===== src/rtl/serial_sub_pkg.sv =====
// Shared types and defaults for the bit-serial subtractor.
// The FSM state encoding lives here so top and bench agree on it.
package serial_sub_pkg;

    typedef enum logic [1:0] {
        IDLE = 2'd0,
        RUN  = 2'd1,
        DONE = 2'd2
    } sub_state_t;

    localparam int SUB_WIDTH_DEFAULT = 8;

endpackage


===== src/rtl/full_subtractor.sv =====
// Single-bit full subtractor cell: d = a - b - bi, bo = borrow out.
module full_subtractor (
    input  logic a,
    input  logic b,
    input  logic bi,
    output logic d,
    output logic bo
);

    assign d  = a ^ b ^ bi;
    assign bo = (~a & b) | (~(a ^ b) & bi);

endmodule


===== src/rtl/serial_subtractor.sv =====
// Bit-serial a - b - bin, one bit per clock LSB first through one subtractor cell.
// Results are published to separate output registers so they stay put between operations.
module serial_subtractor
    import serial_sub_pkg::*;
#(
    parameter int WIDTH = SUB_WIDTH_DEFAULT
) (
    input  logic             clk,
    input  logic             rst_n,
    input  logic             start_valid,
    output logic             start_ready,
    input  logic [WIDTH-1:0] a_in,
    input  logic [WIDTH-1:0] b_in,
    input  logic             bin,
    output logic             res_valid,
    input  logic             res_ready,
    output logic [WIDTH-1:0] result,
    output logic             borrow_out,
    output logic             overflow
);

    localparam int CNT_W = (WIDTH > 1) ? $clog2(WIDTH) : 1;

    sub_state_t       r_state;
    sub_state_t       w_next;
    logic [WIDTH-1:0] r_a;
    logic [WIDTH-1:0] r_b;
    logic [WIDTH-1:0] r_shift;
    logic [WIDTH-1:0] r_result;
    logic [CNT_W-1:0] r_cnt;
    logic             r_br;
    logic             r_amsb;
    logic             r_bmsb;
    logic             r_bout;
    logic             r_ovf;
    logic             w_d;
    logic             w_bo;
    logic             w_last;

    full_subtractor u_cell (
        .a  (r_a[0]),
        .b  (r_b[0]),
        .bi (r_br),
        .d  (w_d),
        .bo (w_bo)
    );

    assign w_last = (r_cnt == CNT_W'(WIDTH - 1));

    always_ff @(posedge clk or negedge rst_n) begin
        if (!rst_n) begin
            r_state <= IDLE;
        end else begin
            r_state <= w_next;
        end
    end

    always_comb begin
        w_next = r_state;
        case (r_state)
            IDLE:    if (start_valid) w_next = RUN;
            RUN:     if (w_last)      w_next = DONE;
            DONE:    if (res_ready)   w_next = IDLE;
            default: w_next = IDLE;
        endcase
    end

    // Published flags use the captured operand MSBs, since the operand registers have shifted out by then.
    always_ff @(posedge clk or negedge rst_n) begin
        if (!rst_n) begin
            r_a      <= '0;
            r_b      <= '0;
            r_shift  <= '0;
            r_result <= '0;
            r_cnt    <= '0;
            r_br     <= 1'b0;
            r_amsb   <= 1'b0;
            r_bmsb   <= 1'b0;
            r_bout   <= 1'b0;
            r_ovf    <= 1'b0;
        end else begin
            case (r_state)
                IDLE: begin
                    if (start_valid) begin
                        r_a    <= a_in;
                        r_b    <= b_in;
                        r_br   <= bin;
                        r_cnt  <= '0;
                        r_amsb <= a_in[WIDTH-1];
                        r_bmsb <= b_in[WIDTH-1];
                    end
                end
                RUN: begin
                    r_a     <= r_a >> 1;
                    r_b     <= r_b >> 1;
                    r_shift <= {w_d, r_shift[WIDTH-1:1]};
                    r_br    <= w_bo;
                    r_cnt   <= r_cnt + CNT_W'(1);
                    if (w_last) begin
                        r_result <= {w_d, r_shift[WIDTH-1:1]};
                        r_bout   <= w_bo;
                        r_ovf    <= (r_amsb != r_bmsb) && (w_d != r_amsb);
                    end
                end
                default: ;
            endcase
        end
    end

    assign start_ready = (r_state == IDLE);
    assign res_valid   = (r_state == DONE);
    assign result      = r_result;
    assign borrow_out  = r_bout;
    assign overflow    = r_ovf;

endmodule


===== config.mk =====
export PLATFORM = sky130hd
export DESIGN_NAME = serial_subtractor
export DESIGN_NICKNAME = d
export VERILOG_FILES = /design/src/rtl/serial_sub_pkg.sv /design/src/rtl/full_subtractor.sv /design/src/rtl/serial_subtractor.sv
export SDC_FILE = /design/constraint.sdc
export NUM_CORES = 1
export LEC_CHECK = 0
export ABC_AREA = 1
export BUFFER_PORTS_ARGS = -buffer_cell sky130_fd_sc_hd__clkbuf_2
export CAP_MARGIN = 10
export CORE_ASPECT_RATIO = 0.75
export CORE_MARGIN = 2
export CORE_UTILIZATION = 40
export CTS_CLUSTER_SIZE = 25
export DETAILED_ROUTE_END_ITERATION = 10
export GPL_TIMING_DRIVEN = 0
export HOLD_SLACK_MARGIN = 0.12
export PLACE_DENSITY = 0.62
export SLEW_MARGIN = 20
export SYNTH_ARGS = -nofsm -noshare
export SYNTH_HDL_FRONTEND = slang
export SYNTH_SLANG_ARGS = --single-unit

===== constraint.sdc =====
create_clock -name clk -period 1.9 [get_ports clk]
set_input_delay 0.38 -clock clk [delete_from_list [all_inputs] [get_ports clk]]
set_output_delay 0.38 -clock clk [all_outputs]
set_load 0.02 [all_outputs]

Word level (Yosys, flattened, before mapping)
Index checks and enable logic that the tools add are counted.
W data, S select, Z words.
{ "classes": {"order_cmp": 0, "reduce_logical": 7, "shifts": 0, "mux": 12, "mul": 0, "addsub": 1, "eq_ne": 8, "bitwise": 7, "div_mod_pow": 0} }
{ "op_table": {"columns": ["operator", "n"], "rows": [
  ["$pmux W8 S2", 2],
  ["$mux W8", 2],
  ["$mux W2", 3],
  ["$pmux W2 S3", 1],
  ["$pmux W3 S2", 1],
  ["$reduce_and A2 Y1", 3],
  ["$ne A2 B2 Y1 const B", 2],
  ["$add A3 B1 Y3 const B", 1],
  ["$eq A3 B3 Y1 const B", 1],
  ["$mux W3", 1],
  ["$reduce_and A3 Y1", 1],
  ["$and A1 B1 Y1", 2],
  ["$eq A2 B1 Y1 const B", 1],
  ["$eq A2 B2 Y1 const B", 1],
  ["$logic_not A2 Y1", 1],
  ["$ne A1 B1 Y1", 2],
  ["$ne A2 B1 Y1 const B", 1],
  ["$not A1 Y1", 2],
  ["$pmux W1 S2", 1],
  ["$reduce_bool A2 Y1", 1],
  ["$xor A1 B1 Y1", 2],
  ["$logic_and A1 B1 Y1", 1],
  ["$mux W1", 1],
  ["$or A1 B1 Y1", 1]
]} }
{ "word_totals": {"word_cells": 46, "mem_count": 0, "latchBits": 0, "output_inout_bits": 12, "rom_bits": 0, "in_bits": 21, "ramBits": 0, "regBits": 42} }

Depth between registers and ports, before layout
Gate-level depths: netlist (run 1).
{ "depth": {"depth_word": 5, "mapped_depth": 7, "mapped_depth_nobuf": 7} }

Modules after synthesis
From an unflattened synthesis (run 1), not the netlist that was laid out.
{ "unflattened": {"cells_unflattened": 226, "area_unflattened_um2": 1831.8} }
{ "modules_own_cells": {"columns": ["module", "area_each_um2", "seq_area_each_um2", "n_inst", "cells_per_inst"], "rows": [
  ["serial_subtractor", 1800.5, 1026.0, 1, 222],
  ["full_subtractor", 31.3, 0.0, 1, 4]
]} }

Worst setup path before layout (run 1)
Ideal clock, no wire load.
{ "synth_path": {"kind": "register to output", "startpoint": "register r_state[0]", "endpoint": "output port res_valid", "path_slack_ns": 0.534, "path_buffers": 2, "arrival_time_ns": 0.986, "required_ns": 1.520, "path_stages_with_launch": 4, "path_cell_list": "dfrtp_1 buf_4 buf_2 nor2_1"} }
{ "synth_between": {"elab_chain_cells": 1} }
{ "synth_rtl": {"columns": ["item", "line_no", "source"], "rows": [
  ["start, declared", "serial_subtractor.sv:24", "sub_state_t r_state;"],
  ["start signal, assigned", "serial_subtractor.sv:54", "r_state <= w_next;"],
  ["$eq A2 B2 Y1", "serial_subtractor.sv:111", "assign res_valid = (r_state == DONE);"],
  ["end, declared", "serial_subtractor.sv:15", "output logic res_valid,"]
]} }
No other way between the ends.

Final worst setup path (run 1)
{ "layout_path": {"startpoint": "register r_state[1]", "endpoint": "output port res_valid"} }
The elaborated chain is that of the path after synthesis.

==> results of run 1 <==
==> cell families (layout without fill, tap and decap cells) <==
family                     after synthesis  count (layout)
AOI/OAI and AO/OA                       23              23
and+or+nand+nor                        130             130
buffers and inverters                   28              67
DFF                                     41              41
adders and majority gates                3               3
==> synth_stat cells <==
| library cell | count | area share [%] |
|---|---|---|
| buf_2 | 5 | 1.3 |
| nand3_1 | 18 | 4.8 |
| o21ai_2 | 8 | 3.7 |
| inv_1 | 16 | 3.2 |
| clkbuf_2 | 1 | 0.27 |
| nand2_4 | 1 | 0.60 |
| o21ai_0 | 14 | 3.7 |
| o31ai_1 | 1 | 0.40 |
| ha_1 | 2 | 1.3 |
| buf_4 | 1 | 0.40 |
| nand2_1 | 107 | 21 |
| buf_6 | 3 | 1.8 |
| dfrtp_1 | 41 | 54 |
| fa_1 | 1 | 1.1 |
| nor2_1 | 3 | 0.60 |
| inv_2 | 2 | 0.40 |
| nor2_4 | 1 | 0.60 |
==> placed cells by master, fill, tap and decap left out, drive strengths merged <==
cell type / count
o21ai: 22
o31ai: 1
inv: 18
nand3: 18
nand2: 108
nor2: 4
buf: 10
ha: 2
fa: 1
clkbuf: 39
dfrtp: 41
==> through the flow <==
step           setup slack, ns  hold WS (ns)
5_1_grt                 0.0985         0.266
3_5_place_dp             0.477         0.465
4_1_cts                  0.168         0.274
3_3_place_gp             0.464         0.457
2_1_floorplan            0.534        0.0844
6_report                 0.187         0.213
==> sequential cells by signal, indices dropped and copies added (netlist names) <==
register and cells:
r_shift 7, r_a 8, r_cnt 3, r_br 1
r_state 2, r_bmsb 1, borrow_out 1, overflow 1
r_b 8, r_amsb 1, result 8
==> worst max-delay path, stage by stage (launching register included) <==
cell and delay, ns:
dfrtp_1 0.43, inv_2 0.16, buf_2 0.24, nor2_1 0.06, clkbuf_2 0.15
==> layout make-up <==
| type | count | area share [%] |
|---|---|---|
| timing repair buffer | 32 | 7.28 |
| sequential | 41 | 46.6 |
| buffer | 10 | 3.24 |
| multi-input combinational | 156 | 32.6 |
| clock buffer | 7 | 3.92 |
| inverter | 18 | 3.07 |
| tap | 57 | 3.24 |
==> how the worst max path moves through the flow <==
stage,depth (start not counted),from,endpoint
3_5_place_dp,7,r_b[0]$_DFFE_PN0P_,overflow$_DFFE_PN0P_
6_report,4,r_state[1]$_DFFE_PN0P_,res_valid
2_1_floorplan,3,r_state[0]$_DFFE_PN0P_,res_valid
5_1_grt,4,r_state[1]$_DFFE_PN0P_,res_valid
3_3_place_gp,7,r_b[0]$_DFFE_PN0P_,overflow$_DFFE_PN0P_
4_1_cts,4,r_state[1]$_DFFE_PN0P_,res_valid
==> power by group through the flow <==
stage                     Combinational (W)  Clock [W]  Sequential [W]
after floorplan                     0.00107          0         0.00153
after global placement              0.00154          0         0.00145
after detailed placement            0.00157          0         0.00146
after CTS                           0.00158   0.000583         0.00145
after global routing                0.00180   0.000635         0.00149
final                               0.00155   0.000566         0.00145
==> metal layers <==
layer	share of wire, %	track usage [%]	up-vias
met1	50	23.2	673
met4	1.5	6.15	0
met5	0	0	-
met3	3.6	5.37	4
li1	-	-	775
met2	44	22.9	17
==> impl_metrics.json, run 1 <==
{
  "outcome": "completed",
  "report.final.slew_viol_count": 0,
  "design_area_um2": 2200,
  "synth-xor-area-share_pct": 0,
  "cp.arrival_ns": 1.33,
  "syn_avg_cell_area_um2": 8.37,
  "grt_first_pass_wirelength_mm": 6.63,
  "fin_nets": 288,
  "design.core.area_um2": 4490,
  "cts.sinks": 41,
  "swShare_pct": 41.0,
  "synthMuxAreaShare_pct": 0,
  "start_kind": "flop",
  "rsz0062_at_grt": "false",
  "netlist_instances": 225,
  "rr_worst_depth": 7,
  "fin_crit_ns": 1.71,
  "synth_top_family_by_area": "simple AND/OR/NAND/NOR gates",
  "period_share_pct": 90.2,
  "die_w_um": 83.2,
  "die_h_um": 63.4,
  "ys_ff_latch": 41,
  "cts-root-buf": "clkbuf_8",
  "crit_path_max_fanout": 10,
  "cts_resized": 0,
  "synthDistinctLibCells": 17,
  "synth_compound_area_share_pct": 7.84,
  "cts_tree": "done",
  "post_dp_cell_area_um2": 2110,
  "required_ns": 1.52,
  "max_slew_margin_pct": 39.6,
  "yosys_warnings": 0,
  "power.density_nw_per_um2": 1620,
  "endpoint_kind": "primary output",
  "fmax_mhz": 584,
  "tns_ns": 0,
  "final_cells": 321,
  "comb_power_share_pct": 43.5,
  "final_hold_viol_count": 0,
  "via_per_inst": 4.58,
  "initial_utilization_pct": 41.9,
  "syn_nets": 249,
  "numPortBuffers": 32,
  "p_seq_share_pct": 40.6,
  "wire_per_inst_um": 11.8,
  "rrSetupSlack_ns": 0.45,
  "rr_startpoint": "r_b[0]$_DFFE_PN0P_",
  "grt_pass1_vias": 1430,
  "overflow": 0,
  "clkSlewWorstSetupHoldPaths_ns": 0.07,
  "syn_to_final_growth_pct": 16.9,
  "intPower_w": 0.00210,
  "synth-simple-area-share_pct": 27.9,
  "p_switching_w": 0.00146,
  "grt_use_total_pct": 16.2,
  "antenna_cells": 0,
  "ctsLongestPathBuffers": 2,
  "finalSetupViolations": 0,
  "fillers": 462,
  "antenna_found_initial": 0,
  "p_clk_share_pct": 15.9,
  "cts-htree-levels": 2,
  "rr_endpoint": "overflow$_DFFE_PN0P_",
  "p_total_w": 0.00356,
  "seq_area_um2": 1030,
  "worst_pin_slew_ns": 0.906,
  "wl_mm": 3.77,
  "cts_hold_buffers": 0,
  "ant_nets": 0,
  "die_area_um2": 5280,
  "grt_max_degree": 42,
  "power.leakage_nw": 1.23,
  "via_count": 1469,
  "cap_violations": 0,
  "place_hpwl_mm": 2.66,
  "multi_input_area_um2": 718,
  "post_cts_buffers": 0,
  "io_pins": 33,
  "dr.pass1.iters": 4,
  "gp_congestion": 0.785,
  "clock_latency_ns": 0.29,
  "crit_type": "flop to primary output",
  "finish.utilization_pct": 49.0,
  "num_rows": 21,
  "synth-adder-area-share_pct": 2.39,
  "drc": 0,
  "placed_cells": 314,
  "syn-cell-area_um2": 1880,
  "peakVddDrop_v": 0.000550,
  "cts_buffers": 5,
  "synth-seq-area-share_pct": 54.5,
  "drive_gt1_share_pct": 22.7,
  "skew_ns": 0.00697,
  "drt_iter0_drc": 119,
  "hold_class": "primary input to async pin"
}
No activity file was read; power rests on OpenSTA's default activity.
==> run 2: changes to the inputs <==
--- a/config.mk
+++ b/config.mk
@@ -15,6 +15,7 @@
 export DETAILED_ROUTE_END_ITERATION = 10
 export GPL_TIMING_DRIVEN = 0
 export HOLD_SLACK_MARGIN = 0.12
+export MAX_ROUTING_LAYER = met4
 export PLACE_DENSITY = 0.62
 export SLEW_MARGIN = 20
 export SYNTH_ARGS = -nofsm -noshare
==> impl_metrics.json, run 2 (synthesis gave the netlist of run 1 again) <==
{
  "io_pins": 33,
  "power.leakage_nw": 1.23,
  "peakVddDrop_v": 0.000552,
  "place_hpwl_mm": 2.66,
  "cts-root-buf": "clkbuf_8",
  "wl_mm": 3.79,
  "drive_gt1_share_pct": 22.7,
  "cts_tree": "done",
  "die_area_um2": 5280,
  "skew_ns": 0.00645,
  "drt_iter0_drc": 120,
  "power.density_nw_per_um2": 1620,
  "rr_endpoint": "overflow$_DFFE_PN0P_",
  "rsz0062_at_grt": "false",
  "rr_worst_depth": 7,
  "layout_commonest_cell": "nand2_1",
  "ctsLongestPathBuffers": 2,
  "endpoint_kind": "primary output",
  "die_w_um": 83.2,
  "ant_nets": 0,
  "wire_per_inst_um": 11.8,
  "design.core.area_um2": 4490,
  "cts-htree-levels": 2,
  "cts_hold_buffers": 0,
  "worst_pin_slew_ns": 0.908,
  "fillers": 462,
  "cts_buffers": 5,
  "required_ns": 1.52,
  "report.final.slew_viol_count": 0,
  "wl_met3_um": 144,
  "final_cell_mix": "nand2_1, dfrtp_1, clkbuf_2",
  "fin_crit_ns": 1.72,
  "start_kind": "flop",
  "tns_ns": 0,
  "rr_startpoint": "r_b[0]$_DFFE_PN0P_",
  "fin_nets": 288,
  "cp.arrival_ns": 1.34,
  "die_h_um": 63.4,
  "period_share_pct": 90.3,
  "num_rows": 21,
  "initial_utilization_pct": 41.9,
  "antenna_cells": 0,
  "cap_violations": 0,
  "grt_use_total_pct": 16.7,
  "clock_latency_ns": 0.29,
  "grt_first_pass_wirelength_mm": 6.63,
  "hold_class": "primary input to async pin",
  "crit_type": "flop to primary output",
  "fmax_mhz": 583,
  "rrSetupSlack_ns": 0.45,
  "numPortBuffers": 32,
  "finalSetupViolations": 0,
  "gp_congestion": 0.796,
  "multi_input_area_um2": 718,
  "via_per_inst": 4.60,
  "grt_max_degree": 42,
  "post_cts_buffers": 0,
  "drt-met1-wl_mm": 1.90,
  "via_count": 1476,
  "dr.pass1.iters": 4,
  "syn_to_final_growth_pct": 16.9,
  "seq_area_um2": 1030,
  "outcome": "completed",
  "finish.utilization_pct": 49.0,
  "overflow": 0,
  "max_slew_margin_pct": 39.5,
  "cts.sinks": 41,
  "final_hold_viol_count": 0,
  "top_layer_used": "met4",
  "crit_path_max_fanout": 10,
  "wl_met2_mm": 1.68,
  "drc": 0,
  "antenna_found_initial": 0,
  "clkSlewWorstSetupHoldPaths_ns": 0.07,
  "grt_pass1_vias": 1428,
  "cts_resized": 0
}
==> run 2: cell counts in the layout (fill, tap and decap cells not counted) <==
No cell type changed its count.
==> run 2: how the worst max path moves through the flow <==
stage	end	start	slack, ns	cells after the start
6_report	res_valid	r_state[1]$_DFFE_PN0P_	0.18	4
5_1_grt	res_valid	r_state[1]$_DFFE_PN0P_	0.1	4
4_1_cts	res_valid	r_state[1]$_DFFE_PN0P_	0.17	4
3_5_place_dp	overflow$_DFFE_PN0P_	r_b[0]$_DFFE_PN0P_	0.48	7
3_3_place_gp	overflow$_DFFE_PN0P_	r_b[0]$_DFFE_PN0P_	0.46	7
2_1_floorplan	res_valid	r_state[0]$_DFFE_PN0P_	0.53	3
==> run 2: final cells by class <==
type                            instances  share of cell area, %
Buffer                                 10                   3.24
Clock buffer                            7                   3.92
Timing Repair Buffer                   32                   7.28
Sequential cell                        41                   46.6
Inverter                               18                   3.07
Tap cell                               57                   3.24
Multi-Input combinational cell        156                   32.6
==> run 2: critical path, stage by stage, from the launching register on <==
cell	delay, ns
dfrtp_1	0.43
inv_2	0.16
buf_2	0.24
nor2_1	0.06
clkbuf_2	0.15
==> run 2: routing by layer <==
metal / up-vias / global-route usage [%]
li1: 775 / -
met1: 677 / 23.2
met2: 19 / 22.9
met3: 5 / 5.37
met4: 0 / 6.15
met5: - / -
==> run 2: power by group <==
| part | switching (W) | total, W | leakage, nW | internal [W] |
|---|---|---|---|---|
| clock | 0.000280 | 0.000568 | 0.0443 | 0.000288 |
| combinational | 0.000985 | 0.00155 | 0.659 | 0.000565 |
| sequential | 0.000196 | 0.00145 | 0.523 | 0.00125 |
| total | 0.00146 | 0.00356 | 1.23 | 0.00210 |
==> run 2: per-stage QoR <==
step / worst slack, ns / power (W) / std cells / cell area, um^2 / hold slack, ns
after floorplan: 0.534 / 0.00260 / 225 / 1880 / 0.0844
after global placement: 0.464 / 0.00299 / 314 / 2110 / 0.457
after detailed placement: 0.477 / 0.00303 / 314 / 2110 / 0.465
after CTS: 0.168 / 0.00361 / 321 / 2200 / 0.274
after global routing: 0.0985 / 0.00393 / 321 / 2200 / 0.266
final: 0.184 / 0.00356 / 321 / 2200 / 0.213
==> run 3: changes to the inputs <==
--- a/config.mk
+++ b/config.mk
@@ -10,13 +10,13 @@
 export CAP_MARGIN = 10
 export CORE_ASPECT_RATIO = 0.75
 export CORE_MARGIN = 2
-export CORE_UTILIZATION = 40
+export CORE_UTILIZATION = 50
 export CTS_CLUSTER_SIZE = 25
 export DETAILED_ROUTE_END_ITERATION = 10
 export GPL_TIMING_DRIVEN = 0
-export HOLD_SLACK_MARGIN = 0.12
+export HOLD_SLACK_MARGIN = 0.02
 export MAX_ROUTING_LAYER = met4
-export PLACE_DENSITY = 0.62
+export PLACE_DENSITY = 0.75
 export SLEW_MARGIN = 20
 export SYNTH_ARGS = -nofsm -noshare
 export SYNTH_HDL_FRONTEND = slang
==> impl_metrics.json, run 3 (synthesis gave the netlist of run 1 again) <==
{
  "outcome": "completed",
  "cts_tree": "done",
  "cts_resized": 0,
  "antenna_found_initial": 0,
  "crit_path_max_fanout": 10,
  "fmax_mhz": 587,
  "layout_commonest_cell": "nand2_1",
  "p_switching_w": 0.00146,
  "cp_num_buf_inv": 3,
  "period_share_pct": 89.7,
  "cap_violations": 0,
  "multi_input_area_um2": 718,
  "drt_iter0_drc": 81,
  "timing.hold.ws_ns": 0.208,
  "final_hold_viol_count": 0,
  "die_h_um": 57.1,
  "critical_path.slowest_cell": "dfrtp_1",
  "hold_class": "primary input to async pin",
  "cts-root-buf": "clkbuf_8",
  "cts.sinks": 41,
  "drc": 0,
  "p_total_w": 0.00354,
  "grt_max_degree": 42,
  "via_per_inst": 4.74,
  "grt_use_total_pct": 19.8,
  "crit_type": "flop to primary output",
  "final_cell_mix": "nand2_1, dfrtp_1, clkbuf_2",
  "cts_hold_buffers": 0,
  "report.final.slew_viol_count": 0,
  "start_kind": "flop",
  "ant_nets": 0,
  "max_slew_margin_pct": 41.3,
  "power.leakage_nw": 1.22,
  "path_cells": "inv_2, buf_2, nor2_1, clkbuf_2",
  "place_hpwl_mm": 2.60,
  "overflow": 0,
  "die_area_um2": 4280,
  "fin_nets": 288,
  "post_cts_buffers": 0,
  "worst_pin_slew_ns": 0.880,
  "power.density_nw_per_um2": 1620,
  "ctsLongestPathBuffers": 2,
  "intPower_w": 0.00208,
  "wl_mm": 3.62,
  "endpoint_kind": "primary output",
  "num_rows": 19,
  "gp_congestion": 0.832,
  "seq_area_um2": 1030,
  "clock_latency_ns": 0.29,
  "comb_power_share_pct": 43.9,
  "cts_buffers": 5,
  "fillers": 338,
  "peakVddDrop_v": 0.000723,
  "via_count": 1503,
  "path_delay_family": "buffers and inverters",
  "wire_per_inst_um": 11.4,
  "die_w_um": 74.9,
  "fin_crit_ns": 1.70,
  "p_clk_share_pct": 15.1,
  "io_pins": 33,
  "antenna_cells": 0,
  "skew_ns": 0.00826,
  "swShare_pct": 41.3,
  "drive_gt1_share_pct": 22.3,
  "final_cells": 317,
  "finalSetupViolations": 0,
  "required_ns": 1.52,
  "crit_path_max_incr_delay_ns": 0.42,
  "initial_utilization_pct": 51.8,
  "placed_cells": 309,
  "syn_to_final_growth_pct": 16.2,
  "grt_pass1_vias": 1385,
  "clkSlewWorstSetupHoldPaths_ns": 0.07,
  "design.core.area_um2": 3640,
  "numPortBuffers": 32,
  "p_seq_share_pct": 40.9,
  "tns_ns": 0,
  "grt_first_pass_wirelength_mm": 6.22,
  "cts-htree-levels": 2,
  "rsz0062_at_grt": "false",
  "dr.pass1.iters": 4,
  "cp.arrival_ns": 1.32
}
-- run 3: final cells by class --
cell class / instances / area share [%]
Multi-Input combinational cell: 156 / 32.8
Inverter: 18 / 3.09
Clock buffer: 8 / 3.66
Sequential cell: 41 / 46.9
Tap cell: 52 / 2.97
Timing Repair Buffer: 32 / 7.32
Buffer: 10 / 3.26
-- run 3: layer usage --
metal	up-vias	GRT usage, %	routed length (um)
met5	-	-	0
met4	0	7.65	52
met3	5	4.24	173
met2	33	28.6	1670
met1	689	27.4	1730
li1	776	-	-
-- run 3: per-stage QoR --
stage / util, % / worst slack [ns] / cell area [um^2]
finish: 60.2 / 0.196 / 2190
global route: 60.2 / 0.125 / 2190
CTS: 60.2 / 0.187 / 2190
detailed placement: 58.0 / 0.467 / 2110
global placement: 58.0 / 0.474 / 2110
floorplan: - / 0.534 / 1880
-- run 3: power groups by stage --
stage          Combinational, W  Clock, W  Sequential (W)
2_1_floorplan           0.00107         0         0.00153
4_1_cts                 0.00157  0.000551         0.00145
3_3_place_gp            0.00152         0         0.00145
3_5_place_dp            0.00156         0         0.00147
6_report                0.00156  0.000535         0.00145
5_1_grt                 0.00180  0.000586         0.00150
-- run 3: final timing paths --
check / from / end / slack (ns) / depth (start not counted)
max in group asynchronous: rst_n / result[4]$_DFFE_PN0P_ / 1.14 / 1
hold / removal: rst_n / r_shift[7]$_DFFE_PN0P_ / 0.21 / 1
setup / recovery: r_state[1]$_DFFE_PN0P_ / res_valid / 0.20 / 4
min in group clk: res_ready / r_state[1]$_DFFE_PN0P_ / 0.28 / 2
setup reg to reg: r_b[0]$_DFFE_PN0P_ / overflow$_DFFE_PN0P_ / 0.40 / 7
hold reg to reg: r_b[5]$_DFFE_PN0P_ / r_b[5]$_DFFE_PN0P_ / 0.48 / 2
